==> src/rtl/blink_mode_sequencer_if.sv <==
// Switch/button and LED-bank signal bundle for the blink mode sequencer.
// master: board side (drives SW/HOLD, observes the LED outputs).
// slave:  the sequencer itself.
interface blink_mode_sequencer_if;
  logic [1:0]  SW;
  logic        HOLD;
  logic [15:0] LD;
  logic        mode_clock;
  logic        tick;
  logic [1:0]  mode;

  modport master (
    output SW,
    output HOLD,
    input  LD,
    input  mode_clock,
    input  tick,
    input  mode
  );

  modport slave (
    input  SW,
    input  HOLD,
    output LD,
    output mode_clock,
    output tick,
    output mode
  );
endinterface

==> src/rtl/blink_mode_sequencer.sv <==
// Blink mode sequencer: picks one of three divide ratios from the mode
// switches, emits a one-cycle tick at each terminal count, toggles
// mode_clock and walks a single lit LED on every tick. HOLD freezes the
// count and LED position without losing them.
//
// Optional build macro LD_PINGPONG_EN: the walking one bounces between
// LD[0] and LD[15] instead of rotating (30-tick period).
//
// CNT_W must be wide enough that 2^CNT_W exceeds the largest divide ratio;
// ratios below 2 are not supported.
//
// state   | meaning
// --------+--------------------------------------------------------------
// IDLE    | mode==0; counter parked at 0, no ticks, LD held
// RUN     | mode!=0, HOLD low; counter advancing, ticks at terminal count
// HOLD_ST | mode!=0, HOLD high; counter/LD/mode_clock frozen, no ticks
module blink_mode_sequencer #(
  parameter int DIV_A = 1000,
  parameter int DIV_B = 500,
  parameter int DIV_C = 200,
  parameter int CNT_W = 16
) (
  input logic                  CLOCK,
  input logic                  RESET_N,
  blink_mode_sequencer_if.slave bus
);

  typedef enum logic [1:0] {
    IDLE    = 2'd0,
    RUN     = 2'd1,
    HOLD_ST = 2'd2
  } state_t;

  localparam logic [CNT_W-1:0] TC_A = CNT_W'(DIV_A - 1);
  localparam logic [CNT_W-1:0] TC_B = CNT_W'(DIV_B - 1);
  localparam logic [CNT_W-1:0] TC_C = CNT_W'(DIV_C - 1);

  state_t           state;
  logic [1:0]       sw_q;
  logic [CNT_W-1:0] counter;
  logic [CNT_W-1:0] term_cnt;
  logic [15:0]      led_step;

  // Terminal count for the active mode; mode 0 never counts so its value is moot.
  always_comb begin
    term_cnt = TC_A;
    case (bus.mode)
      2'd2:    term_cnt = TC_B;
      2'd3:    term_cnt = TC_C;
      default: term_cnt = TC_A;
    endcase
  end

`ifdef LD_PINGPONG_EN
  logic dir;       // 0 = moving toward LD[15], 1 = moving toward LD[0]
  logic go_right;

  // Next LED position: reverse at either end instead of wrapping.
  always_comb begin
    go_right = dir ? ~bus.LD[0] : bus.LD[15];
    led_step = go_right ? {1'b0, bus.LD[15:1]} : {bus.LD[14:0], 1'b0};
  end
`else
  // Next LED position: plain rotate left, LD[15] wraps into LD[0].
  always_comb begin
    led_step = {bus.LD[14:0], bus.LD[15]};
  end
`endif

  // Switch sampling, mode latch, divider and LED/mode_clock sequencing.
  always_ff @(posedge CLOCK) begin
    if (!RESET_N) begin
      sw_q           <= 2'd0;
      bus.mode       <= 2'd0;
      counter        <= '0;
      bus.tick       <= 1'b0;
      bus.mode_clock <= 1'b0;
      bus.LD         <= 16'h0001;
      state          <= IDLE;
`ifdef LD_PINGPONG_EN
      dir            <= 1'b0;
`endif
    end else begin
      sw_q     <= bus.SW;
      bus.tick <= 1'b0;
      // A mode change restarts the divider and takes priority over a
      // coincident terminal count.
      if (sw_q != bus.mode) begin
        bus.mode <= sw_q;
        counter  <= '0;
        if (sw_q == 2'd0) begin
          state          <= IDLE;
          bus.mode_clock <= 1'b0;
        end else if (bus.HOLD) begin
          state <= HOLD_ST;
        end else begin
          state <= RUN;
        end
      end else begin
        case (state)
          IDLE: begin
            counter <= '0;
          end
          RUN, HOLD_ST: begin
            if (bus.HOLD) begin
              state <= HOLD_ST;
            end else begin
              state <= RUN;
              if (counter == term_cnt) begin
                bus.tick       <= 1'b1;
                counter        <= '0;
                bus.mode_clock <= ~bus.mode_clock;
                bus.LD         <= led_step;
`ifdef LD_PINGPONG_EN
                dir            <= go_right;
`endif
              end else begin
                counter <= counter + CNT_W'(1);
              end
            end
          end
          default: begin
            state   <= IDLE;
            counter <= '0;
          end
        endcase
      end
    end
  end

endmodule

==> src/flat_wrapper.sv <==
// flat-port wrapper written by rule: the top's interface ports become plain ports
module blink_mode_sequencer_flat 
#(
  parameter int DIV_A = 1000,
  parameter int DIV_B = 500,
  parameter int DIV_C = 200,
  parameter int CNT_W = 16
)
  (CLOCK, RESET_N, bus_SW, bus_HOLD, bus_LD, bus_mode_clock, bus_tick, bus_mode);
  blink_mode_sequencer_if bus_i ();
  input logic CLOCK;
  input logic RESET_N;
  input wire logic [$bits(bus_i.SW)-1:0] bus_SW;
  input wire logic [$bits(bus_i.HOLD)-1:0] bus_HOLD;
  output wire logic [$bits(bus_i.LD)-1:0] bus_LD;
  output wire logic [$bits(bus_i.mode_clock)-1:0] bus_mode_clock;
  output wire logic [$bits(bus_i.tick)-1:0] bus_tick;
  output wire logic [$bits(bus_i.mode)-1:0] bus_mode;
  assign bus_i.SW = bus_SW;
  assign bus_i.HOLD = bus_HOLD;
  assign bus_LD = bus_i.LD;
  assign bus_mode_clock = bus_i.mode_clock;
  assign bus_tick = bus_i.tick;
  assign bus_mode = bus_i.mode;
  blink_mode_sequencer #(.DIV_A(DIV_A), .DIV_B(DIV_B), .DIV_C(DIV_C), .CNT_W(CNT_W)) u_core (.CLOCK(CLOCK), .RESET_N(RESET_N), .bus(bus_i));
endmodule
==> config.mk <==
export PLATFORM = sky130hd
export DESIGN_NAME = blink_mode_sequencer_flat
export DESIGN_NICKNAME = d
export VERILOG_FILES = /design/src/rtl/blink_mode_sequencer_if.sv /design/src/rtl/blink_mode_sequencer.sv /design/src/flat_wrapper.sv
export SDC_FILE = /design/constraint.sdc
export NUM_CORES = 1
export LEC_CHECK = 0
export BUFFER_PORTS_ARGS = -buffer_cell sky130_fd_sc_hd__buf_2
export CAP_MARGIN = 20
export CORE_ASPECT_RATIO = 0.5
export CORE_MARGIN = 2
export CORE_UTILIZATION = 59
export CTS_BUF_LIST = sky130_fd_sc_hd__clkbuf_4 sky130_fd_sc_hd__clkbuf_8
export DETAILED_ROUTE_END_ITERATION = 12
export PLACE_DENSITY_LB_ADDON = 0.2
export SYNTH_ARGS = -nofsm -noshare
export SYNTH_HDL_FRONTEND = slang
export SYNTH_SLANG_ARGS = --single-unit
export TNS_END_PERCENT = 100
==> constraint.sdc <==
create_clock -name CLOCK -period 1.85 [get_ports CLOCK]
set_input_delay 0.0925 -clock CLOCK [delete_from_list [all_inputs] [get_ports CLOCK]]
set_output_delay 0.0925 -clock CLOCK [all_outputs]
set_load 0.1 [all_outputs]
# Word-level counts from Yosys, hierarchy flattened
# Cells that the tools add are included.
# classes
addsub	1
eq_ne	9
n_reduce_logical	9
n_bitwise	5
muxes	12
# ops
operator	n
10-bit case mux with 2 select lines	1
16-bit by 1-bit adder with 16-bit output, second input constant	1
16-bit by 10-bit == test with 1-bit output	1
16-bit 2-to-1 mux	1
4-bit AND reduction	2
2-bit == test, second input constant	3
1-bit 2-to-1 mux	6
2-bit 2-to-1 mux	3
1-bit NOT	5
2-bit logical NOT	2
2-bit by 1-bit != test with 1-bit output, second input constant	2
2-bit case mux with 2 select lines	1
2-bit nonzero test	2
4-bit OR reduction	1
3-bit OR reduction	1
2-bit by 1-bit == test with 1-bit output, second input constant	1
2-bit != test	1
2-bit != test, second input constant	1
2-bit OR reduction	1
# totals
output_inout_bits	20
inputBits	5
elab_cells	43
register_bits	40

# Logic depth before layout (Yosys ltp)
# Gate-level depths: netlist of run 1.
# logic_depth
depth_word	7
ltp_mapped	7
ltp_nobuf	5

# Least setup slack after synthesis of run 1
# No wires, ideal clock.
# synth_timing
kind	reg-to-reg
from	reg u_core.bus.mode[1]
to	reg u_core.bus.mode_clock
synth_period_minus_slack_ps	2210
required_ps	1775
n_path_buf	2
path_stages_with_launch	7
setup_ps	75
t_arrival_ps	2135
path_slack_ps	-360
path_cell_list	dfxtp_1 and4bb_1 o21ai_1 a211oi_2 buf_6 buf_12 mux2i_1
# synth_between
elab_chain_cells	5
elab_cells_between_ends	11
cone_classes	eq/ne (6); mux (2); reduce/logical (3)
# synth_rtl
element	line	source
start: declaration	blink_mode_sequencer_if.sv:27	output mode
start signal: assignment	blink_mode_sequencer.sv:89	bus.mode <= sw_q;
2-bit == test	blink_mode_sequencer.sv:47	case (bus.mode)
10-bit case mux with 2 select lines	blink_mode_sequencer.sv:47	
16-bit by 10-bit == test with 1-bit output	blink_mode_sequencer.sv:109	if (counter == term_cnt) begin
2-bit nonzero test (no line)	--	
4-bit AND reduction (no line)	--	
end signal: assignment	blink_mode_sequencer.sv:112	bus.mode_clock <= ~bus.mode_clock;
end: declaration	blink_mode_sequencer_if.sv:25	output mode_clock,
# Several ways; a longest one is shown, not always the timed one.
# A chain may end at the register's enable or synchronous reset.

# Worst setup path after layout of run 1
# layout_timing
from	reg u_core.counter[4]
to	reg u_core.bus.LD[6]
# layout_between
elab_chain_cells	2
# layout_rtl
element	line	source
start: declaration	blink_mode_sequencer.sv:40	logic [CNT_W-1:0] counter;
start signal: assignment	blink_mode_sequencer.sv:118	counter <= counter + CNT_W'(1);
16-bit by 10-bit == test with 1-bit output	blink_mode_sequencer.sv:109	
4-bit AND reduction (no line)	--	
end signal: assignment	blink_mode_sequencer.sv:113	bus.LD <= led_step;
end: declaration	blink_mode_sequencer_if.sv:24	output LD,
# No other way between the ends.

==> impl_metrics.tcl, run 1 <==
set metrics [dict create \
    crit_start "u_core.counter[4]$_SDFFE_PP0N_" \
    clock_path_buffers 2 \
    dp.final_hpwl_mm 2.165 \
    fin_skew_ns 0.007286 \
    swShare_pct 22.74 \
    port_buffers 24 \
    rsz0062_at_grt "false" \
    finish.net_count 214 \
    yosysTopAreaCell "dfxtp_1" \
    power.share.clock_pct 42.9 \
    wl_met3_um 128 \
    fin_util_pct 70.63 \
    areaGrowthSynthToFinish_pct 16.12 \
    fin_crit_sh_pct 91.01 \
    wl_per_cell_um 13.57 \
    n_antenna_cell 0 \
    fin_crit_ns 1.684 \
    synth_ff_type "dfxtp_1" \
    grt-ovfl-total 0 \
    r2r_setup_slack_ns 0.17 \
    leakage_nw 0.8206 \
    r2r-end "u_core.bus.LD[6]$_SDFFE_PN0P_" \
    drt-initial-drc-count 74 \
    worst_pin_slew_ns 0.4898 \
    rows 14 \
    wl_met1_mm 1.625 \
    h-tree-depth 2 \
    end_kind "flop" \
    ys_types 36 \
    post_cts_resized 0 \
    drt_first_pass_iters 4 \
    finalSetupViolCount 0 \
    viasPerCell 5.452 \
    r2r_cells 5 \
    vias 1352 \
    initial_core_util_pct 60.82 \
    antenna_found_initial 0 \
    p_per_area_mw_per_mm2 809.4 \
    startpoint_type "flop" \
    top_level_ports 25 \
    layout_common_cells "38 x dfxtp_1, 24 x buf_2, 18 x nand2_1, 18 x mux2i_1, 15 x nor3_1" \
    clkTransAtPathRegs_ns 0.08 \
    arrival_ns 1.91 \
    endpoint "u_core.bus.LD[6]$_SDFFE_PN0P_" \
    core_area_mm2 0.002960 \
    grt_pass1_vias 1309 \
    slew_violations 0 \
    final_common_cell "dfxtp_1" \
    synth.avg_cell_area_um2 10.06 \
    postRouteAntennaNets 0 \
    yosysWarnings 0 \
    yosysSeqAreaShare_pct 44.48 \
    cts_tree "built" \
    syn_inst 179 \
    path_class "flop to flop" \
    grt.total_usage_pct 22.66 \
    cp_max_fo 18 \
    slew_headroom_pct 67.57 \
    drcViolationCount 0 \
    internal-power_mw 1.308 \
    cts_sinks 40 \
    regToRegStartpoint "u_core.counter[4]$_SDFFE_PP0N_" \
    die_y_um 43.06 \
    worstSkewPairLatency_ns 0.30 \
    synthArstFlopShare_pct 0 \
    grt_pass1_wl_mm 5.927 \
    synth_edf_count 0 \
    dieArea_mm2 0.003536 \
    fill_cells 222 \
    cts_setup_buffers 0 \
    synth_top_area_share_pct 44.48 \
    hold_violations 0 \
    drive_gt1_share_pct 22.60 \
    placed_area_mm2 0.001954 \
    p_total_mw 1.692 \
    synthesis.nets 186 \
    numCtsBuffers 5 \
    die_x_um 82.13 \
    final_area_mm2 0.002091 \
    fmax_ghz 0.5939 \
    top_layer "met4" \
    place_congestion 0.7474 \
    status "finished clean" \
    cts-root-buf "clkbuf_8" \
    seqPwrFrac_pct 51.8 \
    cap_violations 0 \
    met2_wirelength_mm 1.563 \
    finalWirelength_mm 3.365 \
    required_ns 2.08 \
    grt_max_degree 28 \
    ir_drop_mv 0.5690 \
    netlist_area_mm2 0.001800 \
    combPwrFrac_pct 5.3 \
    setup_tns_ns 0 \
    hp-class "input port to flop" \
    ys_ff_latch 40 \
    synth_area_leaders "dfxtp_1 44%, mux2i_1 10%, xor2_1 5.4%, nor3_1 4.2%, nand2_1 3.8%" \
    switchingPower_uw 384.8 \
]
registers in the layout, summed over array words and instances (netlist names):
| register | count |
|---|---|
| u_core.bus.mode_clock | 1 |
| u_core.bus.LD | 16 |
| u_core.counter | 16 |
| u_core.sw_q | 2 |
| u_core.bus.tick | 1 |
| u_core.state | 2 |
| u_core.bus.mode | 2 |
cell families (layout without fill, tap and decap cells):
group	after synthesis	after routing	synth area share, %
flops	40	40	44.48
fa+ha+maj	2	2	1.390
compound gates	13	13	5.420
simple gates	74	74	24.81
xor+xnor	16	16	7.783
buf+inv	16	45	6.114
mux	18	18	10.01
layout make-up:
class                           count  area (um^2)  share of cell area (%)
Clock buffer                        5        68.82                   3.291
Tap cell                           40        50.05                   2.394
Clock inverter                      3        47.55                   2.274
Multi-Input combinational cell    123        897.1                   42.91
Sequential cell                    40        803.3                   38.42
Timing Repair Buffer               34        212.7                   10.17
Inverter                            3        11.26                  0.5386
timing repair:
item	CTS	global route
endpoints found under the setup margin	0	4
hold buffers	2	0
endpoints found under the hold margin	2	0
how the worst min path moves through the flow:
stage                    from                              to  slack (ns)  cells past startpoint
global placement    bus_SW[1]       u_core.sw_q[1]$_SDFF_PN0_        0.31                      2
floorplan           bus_SW[0]       u_core.sw_q[0]$_SDFF_PN0_        0.22                      1
finish               bus_HOLD  u_core.counter[1]$_SDFFE_PP0N_        0.19                      3
global route         bus_HOLD  u_core.counter[1]$_SDFFE_PP0N_        0.20                      3
CTS                  bus_HOLD  u_core.counter[1]$_SDFFE_PP0N_        0.19                      3
detailed placement  bus_SW[0]       u_core.sw_q[0]$_SDFF_PN0_        0.30                      2
cell usage after synthesis, types with 2 or more instances:
cell type	n
and3_1	5
clkbuf_1	4
and4b_1	3
xnor2_1	5
nand3_1	5
o21a_1	2
o21ai_0	2
a211oi_1	5
dfxtp_1	40
nor2b_1	4
and2_1	7
nand4_1	6
ha_1	2
mux2i_1	18
buf_2	3
nand2_1	18
buf_4	2
or3_1	2
nor3_1	15
inv_1	3
xor2_1	11
buf_6	3
power by group through the flow:
stage | clock network [mW] | logic, mW | registers (mW)
4_1_cts | 0.742 | 0.0892 | 0.877
3_3_place_gp | 0 | 0.0815 | 0.897
3_5_place_dp | 0 | 0.0830 | 0.897
6_report | 0.726 | 0.0892 | 0.877
2_1_floorplan | 0 | 0.0560 | 0.908
5_1_grt | 0.767 | 0.0988 | 0.879
critical path, stage by stage, from the launching register on:
cell and delay [ns]:
dfxtp_1 0.45, and3_1 0.34, nand3_4 0.12, a211oi_4 0.29, buf_12 0.21, mux2i_1 0.21
metrics by stage:
| stage | std cells | hold WS (ns) | worst slack [ns] |
|---|---|---|---|
| global placement | 238 | 0.3082 | 0.2090 |
| finish | 248 | 0.1927 | 0.1663 |
| CTS | 248 | 0.1883 | 0.1098 |
| global route | 248 | 0.2009 | 0.04268 |
| floorplan | 179 | 0.2198 | 0.02545 |
| detailed placement | 238 | 0.3014 | 0.1291 |
layer usage:
layer | GRT usage (%) | vias to the layer above
li1 | - | 680
met1 | 27.94 | 649
met2 | 36.91 | 18
met3 | 7.234 | 5
met4 | 9.000 | 0
met5 | 0 | -
No activity file was read; power rests on OpenSTA's default activity.
==> run 2, diff against run 1 <==
--- a/config.mk
+++ b/config.mk
@@ -9,9 +9,10 @@
 export CAP_MARGIN = 20
 export CORE_ASPECT_RATIO = 0.5
 export CORE_MARGIN = 2
-export CORE_UTILIZATION = 59
+export CORE_UTILIZATION = 53
 export CTS_BUF_LIST = sky130_fd_sc_hd__clkbuf_4 sky130_fd_sc_hd__clkbuf_8
 export DETAILED_ROUTE_END_ITERATION = 12
+export MAX_ROUTING_LAYER = met4
 export PLACE_DENSITY_LB_ADDON = 0.2
 export SYNTH_ARGS = -nofsm -noshare
 export SYNTH_HDL_FRONTEND = slang
==> constraint.sdc (replaced) <==
create_clock -name CLOCK -period 1.39 [get_ports CLOCK]
set_input_delay 0.0695 -clock CLOCK [delete_from_list [all_inputs] [get_ports CLOCK]]
set_output_delay 0.0695 -clock CLOCK [all_outputs]
set_load 0.1 [all_outputs]
==> impl_metrics.tcl, run 2 (synthesized netlist as in run 1, its figures left out) <==
set metrics [dict create \
    finish.net_count 242 \
    top_level_ports 25 \
    switchingPower_uw 525.6 \
    place_congestion 0.8574 \
    required_ns 1.62 \
    rsz0062_at_grt "true" \
    vias 1499 \
    grt.total_usage_pct 24.50 \
    r2r_setup_slack_ns -0.22 \
    startpoint_type "flop" \
    seq_area_um2 822.0 \
    postRouteAntennaNets 0 \
    slew_violations 0 \
    finalWirelength_mm 4.272 \
    antenna_found_initial 0 \
    grt-ovfl-total 0 \
    fmax_ghz 0.6213 \
    cap_violations 0 \
    finalSetupViolCount 34 \
    fin_crit_ns 1.609 \
    dieArea_mm2 0.003908 \
    p_per_area_mw_per_mm2 857.7 \
    cts_tree "built" \
    core_area_mm2 0.003118 \
    drt-initial-drc-count 51 \
    wl_per_cell_um 15.48 \
    fin_crit_sh_pct 115.8 \
    die_y_um 45.22 \
    fill_cells 192 \
    seqPwrFrac_pct 54.7 \
    clock_path_buffers 2 \
    status "finished with violations" \
    worst_pin_slew_ns 0.4917 \
    hold_violations 0 \
    arrival_ns 1.84 \
    ir_drop_mv 0.8765 \
    path_class "flop to flop" \
    areaGrowthSynthToFinish_pct 37.46 \
    end_kind "flop" \
    worstSkewPairLatency_ns 0.30 \
    top_regs "u_core.bus.LD: 16 flops, u_core.counter: 16 flops" \
    setup_tns_ns -6.263 \
    n_antenna_cell 0 \
    internal-power_mw 1.597 \
    clkTransAtPathRegs_ns 0.08 \
    die_x_um 86.43 \
    grt_max_degree 21 \
    cp_max_fo 18 \
    hp-class "input port to flop" \
    dp.final_hpwl_mm 2.648 \
    drcViolationCount 0 \
    setup_slack_ns -0.2194 \
    preCtsSetupSlack_ns -0.2326 \
    grt_pass1_wl_mm 6.762 \
    layout_common_cells "29 x buf_4, 29 x dfxtp_1, 24 x buf_2, 18 x nand2_1, 18 x mux2i_1" \
    leakage_nw 0.9733 \
    cts-root-buf "clkbuf_8" \
    power.share.clock_pct 37.3 \
    initial_core_util_pct 57.74 \
    combPwrFrac_pct 7.9 \
    multi_input_area_mm2 0.001049 \
    cts_sinks 40 \
    port_buffers 24 \
    grt_pass1_vias 1436 \
    fin_skew_ns 0.01014 \
    viasPerCell 5.431 \
    h-tree-depth 2 \
    swShare_pct 24.76 \
    drive_gt1_share_pct 46.61 \
    slew_headroom_pct 67.44 \
    drt_first_pass_iters 4 \
    numCtsBuffers 5 \
    violations "setup timing" \
    rows 14 \
]
-- run 2: area by class of cell --
class	count	area share (%)
Timing Repair Buffer	62	18.35
Clock inverter	2	0.5056
Inverter	3	0.4550
Multi-Input combinational cell	123	42.37
Sequential cell	40	33.22
Tap cell	40	2.022
Clock buffer	6	3.084
-- run 2: power groups by stage --
| stage | Sequential (mW) | Combinational [mW] | Clock [mW] |
|---|---|---|---|
| 2_1_floorplan | 1.21 | 0.0780 | 0 |
| 3_3_place_gp | 1.19 | 0.143 | 0 |
| 3_5_place_dp | 1.19 | 0.147 | 0 |
| 4_1_cts | 1.16 | 0.162 | 0.798 |
| 5_1_grt | 1.16 | 0.181 | 0.847 |
| 6_report | 1.16 | 0.168 | 0.793 |
-- run 2: worst paths after layout --
path | from | to | cells after the start
setup / recovery | u_core.counter[0]$_SDFFE_PP0N_ | u_core.bus.LD[2]$_SDFFE_PN0P_ | 6
hold / removal | RESET_N | u_core.state[1]$_SDFFE_PN0P_ | 2
setup reg to reg | u_core.counter[0]$_SDFFE_PP0N_ | u_core.bus.LD[2]$_SDFFE_PN0P_ | 6
hold reg to reg | u_core.bus.LD[3]$_SDFFE_PN0P_ | u_core.bus.LD[4]$_SDFFE_PN0P_ | 2
-- run 2: what timing repair did --
| action | CTS | global route |
|---|---|---|
| setup endpoints to repair | 35 | 36 |
| pin swaps | 15 | 8 |
| setup buffers | 3 | 2 |
| gates cloned | 1 | 0 |
| gates resized for setup | 32 | 9 |
| hold buffers | 2 | 0 |
| hold endpoints to repair | 2 | 0 |
-- run 2: metrics by stage --
stage	std cells	util (%)	area, um^2	hold WS [ns]	total power [mW]
detailed placement	261	69.18	2157	0.2801	1.337
global placement	261	69.18	2157	0.2869	1.332
CTS	274	77.77	2425	0.06963	2.123
global route	276	79.37	2475	0.07465	2.192
finish	276	79.37	2475	0.07379	2.123
floorplan	179	-	1823	0.1968	1.284
-- run 2: critical path: stages (launching register included) --
cell	delay [ns]
dfxtp_4	0.37
ha_4	0.13
and4b_1	0.19
nand4_1	0.17
a211oi_4	0.26
buf_12	0.21
mux2i_1	0.21
-- run 2: per-layer routing --
layer | up-vias | GRT usage, % | routed length, um
li1 | 739 | - | -
met1 | 726 | 29.24 | 2017
met2 | 25 | 38.31 | 2018
met3 | 9 | 7.130 | 143
met4 | 0 | 13.13 | 93
met5 | - | - | 0
